[src/rtl/serial_comparator.sv]
// Bit-serial magnitude comparator: operands arrive LSB first, one bit pair per clock.
// The most recent differing bit pair decides the result, so a three-state Moore FSM suffices.
module serial_comparator (
    input  logic clk,
    input  logic a,
    input  logic b,
    input  logic reset,
    output logic greater,
    output logic equal,
    output logic less
);

    typedef enum logic [1:0] {
        EQ = 2'b00,
        GT = 2'b01,
        LT = 2'b10
    } state_t;

    state_t state;
    state_t state_next;

    always_ff @(posedge clk) begin
        if (reset) begin
            state <= EQ;
        end else begin
            state <= state_next;
        end
    end

    always_comb begin
        state_next = EQ;
        greater    = 1'b0;
        equal      = 1'b0;
        less       = 1'b0;

        // A differing pair is more significant than anything seen so far; equal pairs hold.
        case (state)
            EQ, GT, LT: begin
                if (a && !b) begin
                    state_next = GT;
                end else if (!a && b) begin
                    state_next = LT;
                end else begin
                    state_next = state;
                end
            end
            default: state_next = EQ;
        endcase

        // Outputs come from the state register alone; the illegal encoding reads as equal.
        case (state)
            GT:      greater = 1'b1;
            LT:      less    = 1'b1;
            default: equal   = 1'b1;
        endcase
    end

endmodule

[config.mk]
export PLATFORM = sky130hd
export DESIGN_NAME = serial_comparator
export DESIGN_NICKNAME = d
export VERILOG_FILES = /design/src/rtl/serial_comparator.sv
export SDC_FILE = /design/constraint.sdc
export NUM_CORES = 1
export LEC_CHECK = 0
export CORE_AREA = 2 2 39 41
export CTS_BUF_LIST = sky130_fd_sc_hd__clkbuf_8 sky130_fd_sc_hd__clkbuf_16
export DETAILED_ROUTE_END_ITERATION = 7
export DIE_AREA = 0 0 41 43
export PLACE_DENSITY_LB_ADDON = 0.08
export SLEW_MARGIN = 20
export SYNTH_ARGS = -nofsm -noshare
export SYNTH_HDL_FRONTEND = slang
export SYNTH_SLANG_ARGS = --single-unit
[constraint.sdc]
create_clock -name clk -period 1.1 [get_ports clk]
set_clock_uncertainty 0.1 [all_clocks]
set_input_delay 0.165 -clock clk [delete_from_list [all_inputs] [get_ports clk]]
set_output_delay 0.165 -clock clk [all_outputs]
set_load 0.05 [all_outputs]
==> impl_metrics.py, run 1 <==
metrics = {
    "status": {
        "status": "complete, but fails checks",
        "violations": "setup timing",
    },
    "sta": {
        "fin_crit_ns": 1.25,
        "fmax_mhz": 798,
        "setup-tns-final_ns": -0.350,
        "min_period_over_period_pct": 114,
        "hold_viol": 0,
        "setup_viol": 3,
        "setup_ws_ns": -0.153,
        "slew_violations": 0,
        "slew_headroom_pct": 88.4,
        "worst_pin_slew_ns": 0.169,
        "whs_ns": 0.385,
        "rsz0062_at_grt": "yes",
    },
    "place": {
        "dp.cells": 38,
        "placed_area_um2": 284,
        "dp_hpwl_um": 254,
        "place.gp.congestion": 0.533,
        "io_buffer_count": 6,
    },
    "global_routing": {
        "grt_pass1_wl_um": 496,
        "grt_overflow": 0,
        "grt_pass1_vias": 125,
        "antenna_found_initial": 0,
        "grt_usage_pct": 4.20,
        "grt_max_degree": 5,
    },
    "synth": {
        "ys_warn_count": 0,
        "synth_seq_area_share_pct": 26.0,
        "synth-seq-cells": 2,
        "synth_area_um2": 154,
        "syn-mean-instance-area_um2": 10.3,
        "synthCells": 15,
        "syn-num-nets": 24,
        "synth_cell_types": 7,
    },
    "critical_path": {
        "cp-start-kind": "flop",
        "critPathArrivalTime_ns": 0.99,
        "reg2reg_slack_ns": 0.10,
        "crit_cells": 3,
        "cpLargestDelayFamily": "flip-flops",
        "crit_chain": "inv_2, ha_4, buf_12",
        "slowest_stage": "dfxtp_4",
        "critical_path_buf_inv_count": 2,
        "crit_fanout": 3,
        "cp_slowest_stage_delay_ns": 0.35,
        "worstPathRequired_ns": 0.83,
        "worstSetupEndpointType": "output pin",
        "criticalPathCategory": "flop to output pin",
        "reg2reg_depth": 3,
    },
    "cells_and_area": {
        "top_regs": "state x2",
        "largest_reg_flops": 2,
        "layout_common_cells": "clkbuf_8, buf_12",
        "drive_gt1_share_pct": 64.0,
        "layout.cells.non_filler": 41,
        "antenna_cells": 0,
        "design_area_um2": 345,
        "area_delta_synth_final_pct": 124,
        "largest-register": "state",
        "num-nets-final": 36,
    },
    "cts": {
        "ctsHoldBuffers": 0,
        "cts_num_sinks": 2,
        "insertion_delay_ns": 0.21,
        "clkTransAtPathRegs_ns": 0.03,
        "cts_setup_buffers": 0,
        "cts_buffer_depth": 2,
        "cts_tree": "yes",
        "cts-htree-levels": 1,
        "cts_inserted_buffers": 3,
        "cts-root-buf": "clkbuf_8",
    },
    "route": {
        "wl_per_cell_um": 8.46,
        "drtAntennaViolNets": 0,
        "drc_errors": 0,
        "num_vias": 133,
        "drtPass1Iterations": 1,
        "wl_um": 347,
        "viasPerCell": 3.24,
        "drt_first_iter_violations": 0,
    },
    "pwr": {
        "p_leak_nw": 0.149,
        "powerDensity_nw_per_um2": 1380,
        "total_power_mw": 0.476,
        "ir_worst_vdd_uv": 365,
    },
    "floorplan": {
        "num_rows": 14,
        "die_x_um": 41,
        "die-area_um2": 1760,
        "start_util_pct": 11.1,
        "core_um2": 1380,
        "pin_count": 7,
        "die_height_um": 43,
    },
    "flow_run": {
        "max_cap_viol_count": 0,
    },
    "hold_path": {
        "hold_depth": 3,
        "hold_path.class": "input pin to flop",
    },
}
worst paths after layout:
kind,from,endpoint
setup / recovery,state[0]$_SDFFE_PP0P_,equal
hold / removal,a,state[1]$_SDFFE_PP0P_
setup reg to reg,state[0]$_SDFFE_PP0P_,state[0]$_SDFFE_PP0P_
hold reg to reg,state[1]$_SDFFE_PP0P_,state[1]$_SDFFE_PP0P_
tightest hold or removal path: cells and delay by family:
kind	cells	cell delay [ns]
fa+ha+maj	1	0.20
buf+inv	1	0.23
simple gates	1	0.06
timing repair:
| action | CTS | global route |
|---|---|---|
| endpoints found under the hold margin | 0 | 0 |
| pin swaps | 1 | 1 |
| setup endpoints to repair | 5 | 4 |
| cloned | 0 | 0 |
| resized for setup | 9 | 1 |
stage by stage:
stage | utilization [%] | worst slack, ns
floorplan | - | 0.00291
global placement | 20.5 | -0.358
detailed placement | 20.5 | -0.374
CTS | 24.8 | -0.176
global route | 25.0 | -0.177
finish | 25.0 | -0.153
cells by family after synthesis:
kind of cell | after synthesis | synth area share (%)
multiplexers | 1 | 6.50
AND/OR/NAND/NOR | 3 | 17.1
flip-flops | 2 | 26.0
buffers and inverters | 4 | 9.75
adder cells (fa/ha/maj) | 5 | 40.7
area by class of cell:
type,instances,area [um^2]
Fill cell,156,1040
Multi-Input combinational cell,9,126
Timing Repair Buffer,7,95.1
Sequential cell,2,47.5
Clock buffer,3,41.3
Tap cell,16,20.0
Inverter,4,15.0
metal layers:
| metal | up-vias | GRT usage [%] | share of wire, % |
|---|---|---|---|
| li1 | 67 | - | - |
| met1 | 62 | 6.01 | 46 |
| met2 | 4 | 5.31 | 49 |
| met3 | 0 | 0 | 4.3 |
| met4 | 0 | 4.00 | 0 |
| met5 | - | 0 | 0 |
synth_stat cells (all sizes together):
master	count	area, um^2
dfxtp	2	40.0
ha	5	62.6
inv	4	15.0
mux2i	1	10.0
nor2	1	3.75
nor3	1	10.0
nor4	1	12.5
where the power goes:
group          internal (mW)  switching, mW
clock                  0.231         0.0523
sequential            0.0754        0.00582
combinational         0.0583         0.0538
(Power assumes the default switching activity.)
==> run 2: changes to the inputs <==
--- a/config.mk
+++ b/config.mk
@@ -10,6 +10,8 @@
 export DETAILED_ROUTE_END_ITERATION = 7
 export DIE_AREA = 0 0 41 43
 export PLACE_DENSITY_LB_ADDON = 0.08
+export RECOVER_POWER = 50
+export REMOVE_ABC_BUFFERS = 1
 export SLEW_MARGIN = 20
 export SYNTH_ARGS = -nofsm -noshare
 export SYNTH_HDL_FRONTEND = slang
==> constraint.sdc (replaced) <==
create_clock -name clk -period 1.1 [get_ports clk]
set_clock_uncertainty 0.1 [all_clocks]
set_input_delay 0.165 -clock clk [delete_from_list [all_inputs] [get_ports clk]]
set_output_delay 0.165 -clock clk [all_outputs]
set_load 0.1 [all_outputs]
==> run 2 against run 1 <==
The run still ends with setup timing left. Combinational power rose by 29%. Design area grew 1.1%. Routed wire length fell by 3.2%. Sequential share of layout area shrank 0.86 points. Fmax is 0.84% lower. Worst hold slack lost 0.024 ns. Core utilization up 0.27 points. Critical path type unchanged. Largest cell class unchanged. Highest routed layer unchanged.
==> impl_metrics.py, run 2 (synthesized netlist as in run 1, its figures left out) <==
metrics = {
    "route": {
        "drt_first_iter_violations": 0,
        "wl_um": 336,
        "wl_per_cell_um": 8.20,
        "drc_errors": 0,
        "drtPass1Iterations": 1,
        "drtAntennaViolNets": 0,
        "viasPerCell": 3.07,
        "num_vias": 126,
    },
    "sta": {
        "fmax_mhz": 792,
        "whs_ns": 0.362,
        "setup_viol": 3,
        "setup-tns-final_ns": -0.360,
        "rsz0062_at_grt": "yes",
        "setup_ws_ns": -0.163,
        "slew_violations": 0,
        "fin_crit_ns": 1.26,
        "slew_headroom_pct": 85.7,
        "worst_pin_slew_ns": 0.212,
        "hold_viol": 0,
        "min_period_over_period_pct": 115,
    },
    "global_routing": {
        "grt_usage_pct": 5.81,
        "grt_pass1_wl_um": 621,
        "grt_pass1_vias": 152,
        "grt_max_degree": 5,
        "grt_overflow": 0,
        "antenna_found_initial": 0,
    },
    "critical_path": {
        "cp_slowest_stage_delay_ns": 0.32,
        "reg2reg_slack_ns": 0.09,
        "critPathArrivalTime_ns": 1.00,
        "crit_chain": "inv_2, ha_4, buf_12",
        "worstSetupEndpointType": "output pin",
        "cpLargestDelayFamily": "flip-flops",
        "cp-start-kind": "flop",
        "worstPathRequired_ns": 0.83,
        "criticalPathCategory": "flop to output pin",
        "critical_path_buf_inv_count": 2,
        "r2r_start": "state[0]$_SDFFE_PP0P_",
        "crit_start": "state[0]$_SDFFE_PP0P_",
        "crit_fanout": 2,
        "slowest_stage": "dfxtp_2",
    },
    "place": {
        "place.gp.congestion": 0.637,
        "io_buffer_count": 6,
        "place_ws_ns": -0.363,
        "dp_hpwl_um": 281,
    },
    "floorplan": {
        "die-area_um2": 1760,
        "pin_count": 7,
        "die_height_um": 43,
        "die_x_um": 41,
        "start_util_pct": 11.1,
        "core_um2": 1380,
        "num_rows": 14,
    },
    "hold_path": {
        "min-delay-start": "a",
        "hold_path.class": "input pin to flop",
    },
    "cells_and_area": {
        "antenna_cells": 0,
        "area_delta_synth_final_pct": 127,
        "top_regs": "state x2",
        "layout_common_cells": "ha_4, clkbuf_8, buf_12",
        "drive_gt1_share_pct": 64.0,
        "largest-register": "state",
        "num-nets-final": 36,
        "largest_reg_flops": 2,
    },
    "status": {
        "status": "complete, but fails checks",
        "violations": "setup timing",
    },
    "pwr": {
        "total_power_mw": 0.505,
        "p_leak_nw": 0.148,
        "powerDensity_nw_per_um2": 1450,
        "ir_worst_vdd_uv": 351,
    },
    "cts": {
        "cts-htree-levels": 1,
        "cts_inserted_buffers": 3,
        "cts_num_sinks": 2,
        "cts_tree": "yes",
        "clkTransAtPathRegs_ns": 0.03,
        "cts_setup_buffers": 0,
        "insertion_delay_ns": 0.21,
        "cts-root-buf": "clkbuf_8",
        "cts_buffer_depth": 2,
    },
    "flow_run": {
        "max_cap_viol_count": 0,
    },
}
-- run 2: cell types whose count changed in the layout (fill, tap and decap cells not counted) --
cell     before  now
ha_1          2    1
ha_4          2    3
nor4_1        0    1
nor4_2        1    0
dfxtp_2       0    1
dfxtp_4       2    1
-- run 2: cell type report --
class                      count  area, um^2
clock buffer                   3        41.3
inverter                       4        15.0
fill                         146        1030
multi-input combinational      9         133
timing repair buffer           7        95.1
sequential                     2        45.0
tap                           16        20.0
-- run 2: through the flow --
stage / utilization (%) / cell area (um^2) / instances
finish: 25.2 / 349 / 41
global route: 25.2 / 349 / 41
CTS: 25.7 / 355 / 41
detailed placement: 19.6 / 272 / 38
global placement: 19.6 / 272 / 38
floorplan: - / 154 / 15
-- run 2: final timing paths --
path                      endpoint  cells after the start
max                          equal                      3
min          state[1]$_SDFFE_PP0P_                      3
max reg2reg  state[1]$_SDFFE_PP0P_                      3
min reg2reg  state[1]$_SDFFE_PP0P_                      2
-- run 2: layer usage --
layer / GRT usage (%) / wire (um) / up-vias
li1: - / - / 67
met1: 6.05 / 147 / 56
met2: 7.50 / 169 / 3
met3: 4.71 / 19 / 0
met5: 0 / 0 / -
met4: 4.00 / 0 / 0
-- run 2: timing repair --
action | 4_1_cts | 5_1_grt
resized for setup | 12 | 0
endpoints found under the setup margin | 5 | 4
hold buffers | 0 | 0
pin swaps | 1 | 1
endpoints found under the hold margin | 0 | 0
-- run 2: worst reg2reg max path: cells and delay by family (launching register included) --
| kind | cells | cell delay, ns |
|---|---|---|
| and+or+nand+nor | 1 | 0.16 |
| adders and majority gates | 1 | 0.19 |
| DFF | 1 | 0.31 |
| buffers and inverters | 1 | 0.15 |
-- run 2: power breakdown --
group | switching (mW) | internal, mW | total (mW)
clock network | 0.0489 | 0.231 | 0.280
logic | 0.0846 | 0.0589 | 0.144
registers | 0.00488 | 0.0768 | 0.0817
==> run 3: changes to the inputs <==
--- a/config.mk
+++ b/config.mk
@@ -12,6 +12,7 @@
 export PLACE_DENSITY_LB_ADDON = 0.08
 export RECOVER_POWER = 50
 export REMOVE_ABC_BUFFERS = 1
+export SETUP_SLACK_MARGIN = 0.05
 export SLEW_MARGIN = 20
 export SYNTH_ARGS = -nofsm -noshare
 export SYNTH_HDL_FRONTEND = slang
==> constraint.sdc (replaced) <==
create_clock -name clk -period 1.1 [get_ports clk]
set_clock_uncertainty 0.1 [all_clocks]
set_input_delay 0.165 -clock clk [delete_from_list [all_inputs] [get_ports clk]]
set_output_delay 0.165 -clock clk [all_outputs]
set_load 0.05 [all_outputs]
==> run 3 against run 2 <==
The run still ends with setup timing left. Core utilization is the same. Register-to-register slack is essentially flat. Setup slack improved by 0.037 ns. Design area did not move. Die area unchanged. Fmax up 3.0%. Via count unchanged. Final cell count is the same. Routed wire length unchanged.
==> impl_metrics.py, run 3 (synthesized netlist as in run 1, its figures left out) <==
metrics = {
    "cts": {
        "insertion_delay_ns": 0.21,
        "cts_tree": "yes",
        "clkTransAtPathRegs_ns": 0.03,
        "cts_num_sinks": 2,
        "cts-root-buf": "clkbuf_8",
        "cts_setup_buffers": 0,
        "cts-htree-levels": 1,
        "cts_buffer_depth": 2,
        "cts_inserted_buffers": 3,
    },
    "route": {
        "drt-met1-wl_um": 147,
        "drtPass1Iterations": 1,
        "drt_first_iter_violations": 0,
        "met2RoutedLength_um": 169,
        "wl_per_cell_um": 8.20,
        "viasPerCell": 3.07,
        "drc_errors": 0,
        "num_vias": 126,
        "wl_met3_um": 19,
        "drtAntennaViolNets": 0,
        "wl_um": 336,
        "routed.top_layer": "met3",
    },
    "global_routing": {
        "grt_overflow": 0,
        "grt_pass1_vias": 152,
        "grt_pass1_wl_um": 621,
        "antenna_found_initial": 0,
        "grt_max_degree": 5,
        "grt_usage_pct": 5.81,
    },
    "place": {
        "io_buffer_count": 6,
        "dp_hpwl_um": 281,
        "place.gp.congestion": 0.637,
        "dp.cells": 38,
        "placed_area_um2": 272,
    },
    "critical_path": {
        "crit_fanout": 3,
        "r2r_start": "state[0]$_SDFFE_PP0P_",
        "critical_path_buf_inv_count": 2,
        "cp-start-kind": "flop",
        "worstSetupEndpointType": "output pin",
        "cp_slowest_stage_delay_ns": 0.31,
        "cpLargestDelayFamily": "flip-flops",
        "slowest_stage": "dfxtp_2",
        "worstPathRequired_ns": 0.83,
        "crit_chain": "buf_4, ha_4, buf_12",
        "critPathArrivalTime_ns": 0.96,
        "criticalPathCategory": "flop to output pin",
        "crit_start": "state[0]$_SDFFE_PP0P_",
    },
    "cells_and_area": {
        "fillCellCount": 146,
        "drive_gt1_share_pct": 64.0,
        "layout_common_cells": "ha_4, clkbuf_8, buf_12",
        "antenna_cells": 0,
        "top_regs": "state x2",
        "num-nets-final": 36,
        "largest-register": "state",
        "layout.cells.non_filler": 41,
        "largest_reg_flops": 2,
        "area_delta_synth_final_pct": 127,
        "design_area_um2": 349,
    },
    "sta": {
        "setup_viol": 3,
        "rsz0062_at_grt": "yes",
        "setup_ws_ns": -0.127,
        "fin_crit_ns": 1.23,
        "fmax_mhz": 815,
        "min_period_over_period_pct": 112,
        "slew_violations": 0,
        "setup-tns-final_ns": -0.283,
        "slew_headroom_pct": 85.7,
        "whs_ns": 0.362,
        "hold_viol": 0,
        "worst_pin_slew_ns": 0.212,
    },
    "floorplan": {
        "pin_count": 7,
        "die_height_um": 43,
        "core_um2": 1380,
        "num_rows": 14,
        "start_util_pct": 11.1,
        "die-area_um2": 1760,
        "die_x_um": 41,
    },
    "hold_path": {
        "min-delay-start": "a",
        "hold_path.class": "input pin to flop",
    },
    "pwr": {
        "p_leak_nw": 0.148,
        "powerDensity_nw_per_um2": 1360,
        "ir_worst_vdd_uv": 351,
    },
    "flow_run": {
        "max_cap_viol_count": 0,
    },
    "status": {
        "violations": "setup timing",
        "status": "complete, but fails checks",
    },
}
run 3: timing repair:
action | 4_1_cts | 5_1_grt
endpoints found under the setup margin | 5 | 4
gates resized for setup | 12 | 0
hold buffers | 0 | 0
gates cloned | 0 | 0
pin swaps | 1 | 1
run 3: tightest hold or removal path: stages:
cell and delay, ns:
dlygate4sd2_1 0.23, ha_1 0.18, nor4_1 0.06
run 3: path summary, 6_finish.rpt:
check	to	slack, ns	cells past startpoint
setup / recovery	greater	-0.13	3
hold / removal	state[1]$_SDFFE_PP0P_	0.36	3
setup reg to reg	state[1]$_SDFFE_PP0P_	0.09	3
hold reg to reg	state[1]$_SDFFE_PP0P_	0.45	2
run 3: stage by stage:
stage | total power, mW | util [%] | worst slack, ns
after detailed placement | 0.188 | 19.6 | -0.363
after global placement | 0.188 | 19.6 | -0.363
after CTS | 0.490 | 25.7 | -0.145
after floorplan | 0.134 | - | -0.103
after global routing | 0.502 | 25.2 | -0.159
final | 0.475 | 25.2 | -0.127
run 3: metal layers:
layer / GRT usage [%] / vias up
met1: 6.05 / 56
met4: 4.00 / 0
met2: 7.50 / 3
met3: 4.71 / 0
met5: 0 / -
li1: - / 67
run 3: area by class of cell:
class	count	area [um^2]	area share (%)
multi-input cells	9	133	38.0
inverters	4	15.0	4.30
repair buffers	7	95.1	27.2
well taps	16	20.0	5.73
clock buffers	3	41.3	11.8
flip-flops and latches	2	45.0	12.9
run 3: where the power goes:
part	leakage, nW	internal [mW]	total (mW)	switching [mW]
clock network	0.0216	0.231	0.280	0.0489
logic	0.109	0.0585	0.114	0.0551
registers	0.0175	0.0768	0.0817	0.00488
